### src/rtl/ws281x_pkg.sv
// Shared types and timing helpers for the WS281x receive path.
package ws281x_pkg;

  typedef enum logic [1:0] {
    SYNC,
    IDLE,
    HIGH,
    LOW
  } rx_state_e;

  localparam int unsigned PixelWidth        = 24;
  localparam int unsigned DefaultSysClkFreq = 25_000_000;
  localparam int unsigned DefaultT1ThreshNs = 600;
  localparam int unsigned DefaultMinHighNs  = 150;
  localparam int unsigned DefaultMaxHighNs  = 2000;
  localparam int unsigned DefaultLatchNs    = 50000;

  // clk_hz is a whole number of MHz, so dividing first keeps the product in range.
  function automatic int unsigned ns_to_cycles(input int unsigned clk_hz, input int unsigned ns);
    return ((clk_hz / 1_000_000) * ns) / 1000;
  endfunction

endpackage

### src/rtl/prim_flop_2sync.sv
// Two-flop synchronizer primitive for bringing asynchronous levels into a clock domain.
module prim_flop_2sync #(
  parameter int unsigned    Width      = 1,
  parameter logic [Width-1:0] ResetValue = '0
) (
  input  logic             clk_i,
  input  logic             rst_ni,
  input  logic [Width-1:0] d_i,
  output logic [Width-1:0] q_o
);

  logic [Width-1:0] stage1_q;
  logic [Width-1:0] stage2_q;

  always_ff @(posedge clk_i or negedge rst_ni) begin
    if (!rst_ni) begin
      stage1_q <= ResetValue;
      stage2_q <= ResetValue;
    end else begin
      stage1_q <= d_i;
      stage2_q <= stage1_q;
    end
  end

  assign q_o = stage2_q;

endmodule

### src/rtl/ws281x_rx.sv
// WS281x NRZ receiver: measures high-pulse widths, assembles 24-bit pixels MSB-first,
// detects the latch gap and flags framing errors, delivering words over valid/ready.
module ws281x_rx
  import ws281x_pkg::*;
#(
  parameter int unsigned SysClkFreq = DefaultSysClkFreq,
  parameter int unsigned T1ThreshNs = DefaultT1ThreshNs,
  parameter int unsigned MinHighNs  = DefaultMinHighNs,
  parameter int unsigned MaxHighNs  = DefaultMaxHighNs,
  parameter int unsigned LatchNs    = DefaultLatchNs
) (
  input  logic                  clk_sys,
  input  logic                  rst_sys_n,
  input  logic                  ws281x_din_i,
  output logic [PixelWidth-1:0] data_o,
  output logic                  data_valid_o,
  input  logic                  data_ready_i,
  output logic                  frame_end_o,
  output logic                  err_o,
  output logic                  overrun_o,
  output logic                  idle_o
);

  localparam int unsigned ThreshCycles = ns_to_cycles(SysClkFreq, T1ThreshNs);
  localparam int unsigned MinCycles    = ns_to_cycles(SysClkFreq, MinHighNs);
  localparam int unsigned MaxCycles    = ns_to_cycles(SysClkFreq, MaxHighNs);
  localparam int unsigned LatchCycles  = ns_to_cycles(SysClkFreq, LatchNs);
  localparam int unsigned CntW         = $clog2(LatchCycles + 1);
  localparam int unsigned BitCntW      = $clog2(PixelWidth + 1);

  localparam logic [CntW-1:0]    CntMax  = '1;
  localparam logic [CntW-1:0]    ThreshC = CntW'(ThreshCycles);
  localparam logic [CntW-1:0]    MinC    = CntW'(MinCycles);
  localparam logic [CntW-1:0]    MaxC    = CntW'(MaxCycles);
  localparam logic [CntW-1:0]    LatchC  = CntW'(LatchCycles);
  localparam logic [BitCntW-1:0] LastBit = BitCntW'(PixelWidth - 1);

  logic din_sync;
  logic din_hist_q;
  logic rise;
  logic fall;

  prim_flop_2sync #(
    .Width     (1),
    .ResetValue(1'b0)
  ) u_din_sync (
    .clk_i (clk_sys),
    .rst_ni(rst_sys_n),
    .d_i   (ws281x_din_i),
    .q_o   (din_sync)
  );

  always_ff @(posedge clk_sys or negedge rst_sys_n) begin
    if (!rst_sys_n) begin
      din_hist_q <= 1'b0;
    end else begin
      din_hist_q <= din_sync;
    end
  end

  assign rise = din_sync & ~din_hist_q;
  assign fall = ~din_sync & din_hist_q;

  logic [CntW-1:0] high_cnt_q;
  logic [CntW-1:0] low_cnt_q;

  // Both counters saturate so an arbitrarily long level never wraps back below a threshold.
  always_ff @(posedge clk_sys or negedge rst_sys_n) begin
    if (!rst_sys_n) begin
      high_cnt_q <= '0;
      low_cnt_q  <= '0;
    end else begin
      if (rise) begin
        high_cnt_q <= CntW'(1);
      end else if (din_sync && high_cnt_q != CntMax) begin
        high_cnt_q <= high_cnt_q + 1'b1;
      end

      if (din_sync) begin
        low_cnt_q <= '0;
      end else if (fall) begin
        low_cnt_q <= CntW'(1);
      end else if (low_cnt_q != CntMax) begin
        low_cnt_q <= low_cnt_q + 1'b1;
      end
    end
  end

  rx_state_e              state_q, state_d;
  logic [BitCntW-1:0]     bit_cnt_q, bit_cnt_d;
  logic [PixelWidth-2:0]  shift_q, shift_d;
  logic                   err_q, err_d;
  logic                   frame_end_q, frame_end_d;
  logic                   bit_val;
  logic                   deliver;
  logic [PixelWidth-1:0]  pixel;

  assign bit_val = (high_cnt_q >= ThreshC);
  assign pixel   = {shift_q, bit_val};

  always_comb begin
    state_d     = state_q;
    bit_cnt_d   = bit_cnt_q;
    shift_d     = shift_q;
    err_d       = 1'b0;
    frame_end_d = 1'b0;
    deliver     = 1'b0;

    unique case (state_q)
      SYNC: begin
        bit_cnt_d = '0;
        if (low_cnt_q >= LatchC) begin
          state_d = IDLE;
        end
      end
      IDLE: begin
        if (rise) begin
          state_d = HIGH;
        end
      end
      HIGH: begin
        if (din_sync && high_cnt_q > MaxC) begin
          err_d     = 1'b1;
          bit_cnt_d = '0;
          state_d   = SYNC;
        end else if (fall) begin
          if (high_cnt_q < MinC) begin
            err_d     = 1'b1;
            bit_cnt_d = '0;
            state_d   = SYNC;
          end else begin
            shift_d = pixel[PixelWidth-2:0];
            if (bit_cnt_q == LastBit) begin
              deliver   = 1'b1;
              bit_cnt_d = '0;
            end else begin
              bit_cnt_d = bit_cnt_q + 1'b1;
            end
            state_d = LOW;
          end
        end
      end
      LOW: begin
        if (rise) begin
          state_d = HIGH;
        end else if (low_cnt_q >= LatchC) begin
          frame_end_d = 1'b1;
          if (bit_cnt_q != '0) begin
            err_d     = 1'b1;
            bit_cnt_d = '0;
          end
          state_d = IDLE;
        end
      end
      default: begin
        state_d = SYNC;
      end
    endcase
  end

  always_ff @(posedge clk_sys or negedge rst_sys_n) begin
    if (!rst_sys_n) begin
      state_q     <= SYNC;
      bit_cnt_q   <= '0;
      shift_q     <= '0;
      err_q       <= 1'b0;
      frame_end_q <= 1'b0;
    end else begin
      state_q     <= state_d;
      bit_cnt_q   <= bit_cnt_d;
      shift_q     <= shift_d;
      err_q       <= err_d;
      frame_end_q <= frame_end_d;
    end
  end

  logic [PixelWidth-1:0] data_q, data_d;
  logic                  valid_q, valid_d;
  logic                  overrun_q, overrun_d;

  // A held, unaccepted pixel wins over a new one so data_o never changes under the consumer.
  always_comb begin
    data_d    = data_q;
    valid_d   = valid_q;
    overrun_d = 1'b0;
    if (valid_q && data_ready_i) begin
      valid_d = 1'b0;
    end
    if (deliver) begin
      if (!valid_q || data_ready_i) begin
        data_d  = pixel;
        valid_d = 1'b1;
      end else begin
        overrun_d = 1'b1;
      end
    end
  end

  always_ff @(posedge clk_sys or negedge rst_sys_n) begin
    if (!rst_sys_n) begin
      data_q    <= '0;
      valid_q   <= 1'b0;
      overrun_q <= 1'b0;
    end else begin
      data_q    <= data_d;
      valid_q   <= valid_d;
      overrun_q <= overrun_d;
    end
  end

  assign data_o       = data_q;
  assign data_valid_o = valid_q;
  assign overrun_o    = overrun_q;
  assign err_o        = err_q;
  assign frame_end_o  = frame_end_q;
  assign idle_o       = (state_q == IDLE);

endmodule
### config.mk
export PLATFORM = sky130hd
export DESIGN_NAME = ws281x_rx
export DESIGN_NICKNAME = d
export VERILOG_FILES = /design/src/rtl/ws281x_pkg.sv /design/src/rtl/prim_flop_2sync.sv /design/src/rtl/ws281x_rx.sv
export SDC_FILE = /design/constraint.sdc
export NUM_CORES = 1
export LEC_CHECK = 0
export BUFFER_PORTS_ARGS = -buffer_cell sky130_fd_sc_hd__clkbuf_2
export CELL_PAD_IN_SITES_DETAIL_PLACEMENT = 2
export CELL_PAD_IN_SITES_GLOBAL_PLACEMENT = 2
export CORE_AREA = 2 2 98 100
export DETAILED_ROUTE_END_ITERATION = 12
export DIE_AREA = 0 0 100 102
export GPL_TIMING_DRIVEN = 0
export PLACE_DENSITY = 0.92
export SLEW_MARGIN = 10
export SYNTH_ARGS = -nofsm -noshare
export SYNTH_HDL_FRONTEND = slang
export SYNTH_HIERARCHICAL = 1
export SYNTH_SLANG_ARGS = --single-unit
### constraint.sdc
create_clock -name clk_sys -period 5.1 [get_ports clk_sys]
set_input_delay 1.02 -clock clk_sys [delete_from_list [all_inputs] [get_ports clk_sys]]
set_output_delay 1.02 -clock clk_sys [all_outputs]
set_load 0.02 [all_outputs]
==> impl_metrics.yaml <==
power_and_ir_drop:
  power_switching_mw: 0.3446
  swShare: 0.2809
  power_frac_clock: 0.376
  pwr-share-comb: 0.067
  internal_power_mw: 0.8824
  pwr-share-seq: 0.557
  peakVddDrop_mv: 0.1104
  power_density_nw_per_um2: 278.9
  p_leak_nw: 2.247
timing:
  fin_crit_ns: 2.358
  tightestPinTransition_ns: 0.6914
  hold_viol_final: 0
  finalCritPeriodShare: 0.4623
  slew_viol_final: 0
  tns_ns: 0
  finalClockSkew_ns: 0.008648
  worst_slew_margin_rel: 0.5363
  final-setup-viol-count: 0
  rsz0062_at_grt: "no"
  fmax_ghz: 0.4241
cts:
  clk-insertion-delay-late_ns: 0.36
  cts_tree: "built"
  htree_levels: 3
  cts_buffers: 9
  path_clk_slew_ns: 0.10
  clock_sinks: 83
  post_cts_resized: 0
  cts_buffer_depth: 2
  postCtsSetupRepairBufs: 0
  cts_hold_buf: 0
  cts_root_buffer: "clkbuf_8"
outcome:
  status: "completed"
layout:
  syn_to_final_growth_pct: 12.95
  fin_area_um2: 4399
  fin_nets: 376
  drive_above_1_share: 0.3154
  n_antenna_cell: 0
global_routing:
  grt_overflow: 0
  grt_pass1_wl_um: 15730
  antenna_found_initial: 0
  grt_max_degree: 44
  track_usage: 0.1982
  grt_pass1_vias: 2995
placement:
  gp_congestion: 0.7960
  dpl_cell_area_um2: 4217
  port_buffers: 32
  dpl.hpwl_um: 6550
synthesis:
  synth_top_cell_by_area: "dfrtp_1"
  async_flop_share: 1.000
  synth-seq-cells: 83
  yosys-top-cells-area: "dfrtp_1 (53%), mux2_2 (7.5%), mux2_4 (7.3%)"
  ys_types: 57
  ys_seq_area_frac: 0.5332
  syn-mean-instance-area_um2: 12.10
  syn_area_um2: 3895
  synth-main-ff-cell: "dfrtp_1"
  synthCells: 322
  synth_edf_count: 0
  synth_nets: 332
  yosysTopAreaCellShare: 0.5332
  yosysWarnings: 6
floorplan:
  fp.dieW_um: 100
  dieArea_um2: 10200
  initial_utilization: 0.4276
  design.core.area_um2: 9109
  ioPinCount: 33
  die_h_um: 102
  rows: 35
critical_path:
  crit_required_ns: 4.08
  cp_data_arrival_time_ns: 1.34
  worstSetupEndpointType: "output port"
  cp_max_fo: 10
  worstSetupStartpointType: "flip-flop"
  crit_type: "reg -> out"
route:
  first_pass_iters: 4
  first_iter_violations: 85
  routed_via_density: 5.558
  postRouteAntennaNets: 0
  via_count: 2679
  wl_um: 9134
  wl_per_cell_um: 18.95
  drc: 0
job:
  maxCapViolations: 0
worst_hold_path:
  min_path_type: "reg -> reg"
## critical path, cell delays in order (launching register included)
cell and delay, ns:
dfrtp_1 0.39, clkbuf_1 0.21, nor2_1 0.18, clkbuf_2 0.19
## worst paths after layout
path	start	endpoint	slack, ns	cells after the start
hold / removal	u_din_sync/stage1_q	u_din_sync/q_o	0.36	0
max in group asynchronous	rst_sys_n	low_cnt_q[2]	3.80	2
min in group asynchronous	rst_sys_n	data_o[22]	0.67	1
hold reg to reg	u_din_sync/stage1_q	u_din_sync/q_o	0.36	0
setup reg to reg	bit_cnt_q[0]	data_o[22]	2.98	8
setup / recovery	state_q[1]	idle_o	2.74	3
## routing by layer
layer,vias to the layer above,share of wire,global-route usage
met2,45,0.52,0.3493
met3,8,0.029,0.04309
li1,1249,-,-
met1,1377,0.44,0.2509
met5,-,0,0
met4,0,0.0099,0.04742
## layout by cell type, fill, tap and decap left out, drive strengths merged, types with 2 or more instances in the layout
master    n
a211oi    3
a21oi    13
a311oi    2
a31oi     4
a41oi     2
and3      8
buf      10
clkbuf   49
clkinv    2
dfrtp    83
ha        6
inv      15
mux2     45
mux2i     5
nand2    22
nand2b    2
nand3    19
nand4     8
nor2     20
nor2b     2
nor3      6
nor4      3
o21ai    13
o2bb2ai   3
or3       4
xnor2     4
## metrics by stage
| step | total power, mW | setup WS, ns | util | hold slack, ns | instances |
|---|---|---|---|---|---|
| final | 1.227 | 2.742 | 0.4830 | 0.3580 | 482 |
| after global routing | 1.283 | 2.613 | 0.4830 | 0.3712 | 482 |
| after CTS | 1.243 | 2.703 | 0.4830 | 0.3595 | 482 |
| after detailed placement | 0.7795 | 2.852 | 0.4629 | 0.3379 | 466 |
| after global placement | 0.7705 | 2.157 | 0.4604 | 0.3369 | 465 |
| after floorplan | 0.7418 | 3.021 | - | 0.3312 | 322 |
## kinds of logic after synthesis
| group | after synthesis | share of synthesized area |
|---|---|---|
| AND/OR/NAND/NOR | 101 | 0.1468 |
| XOR/XNOR | 5 | 0.01124 |
| flip-flops | 83 | 0.5332 |
| AO/OA/AOI/OAI | 49 | 0.08288 |
| multiplexers | 50 | 0.1613 |
| adder cells (fa/ha/maj) | 6 | 0.01927 |
| buffers and inverters | 28 | 0.04529 |
## sequential cells by signal, summed over array words and instances (netlist names)
| name | count |
|---|---|
| low_cnt_q | 11 |
| u_din_sync/stage1_q | 1 |
| data_valid_o | 1 |
| frame_end_o | 1 |
| data_o | 24 |
| u_din_sync/q_o | 1 |
| err_o | 1 |
| state_q | 2 |
| shift_q | 23 |
| overrun_o | 1 |
| din_hist_q | 1 |
| high_cnt_q | 11 |
| bit_cnt_q | 5 |
## synth_stat cells, types with 2 or more instances
cell type and instances:
a31oi_1 4, dfrtp_1 83, buf_12 2, nand3_1 17
clkbuf_1 6, nand4_1 7, and3_1 6, buf_4 2
nand2_1 22, nor2_1 20, ha_1 6, mux2_2 26
xnor2_1 4, inv_1 10, mux2i_1 5, mux2_4 19
a41oi_1 2, nor2b_1 2, a311oi_1 2, buf_6 2
nand3_2 2, a21oi_1 13, clkbuf_2 2, o21ai_0 12
buf_2 2, nor4_1 2, o2bb2ai_1 3, a211oi_1 3
nor3_1 5, or3_1 4
## power groups by stage
stage / registers (mW) / logic (mW) / clock network [mW]
final: 0.683 / 0.0823 / 0.462
after floorplan: 0.692 / 0.0502 / 0
after detailed placement: 0.696 / 0.0833 / 0
after global placement: 0.694 / 0.0762 / 0
after CTS: 0.683 / 0.0852 / 0.474
after global routing: 0.686 / 0.0953 / 0.502
## layout make-up
type / count / area, um^2
Tap cell: 111 / 138.9
Inverter: 11 / 41.29
Multi-Input combinational cell: 211 / 1642
Fill cell: 936 / 4710
Buffer: 17 / 135.1
Timing Repair Buffer: 33 / 182.7
Clock inverter: 7 / 58.81
Clock buffer: 9 / 123.9
Sequential cell: 83 / 2077
Power figures use the tool's default switching activity.
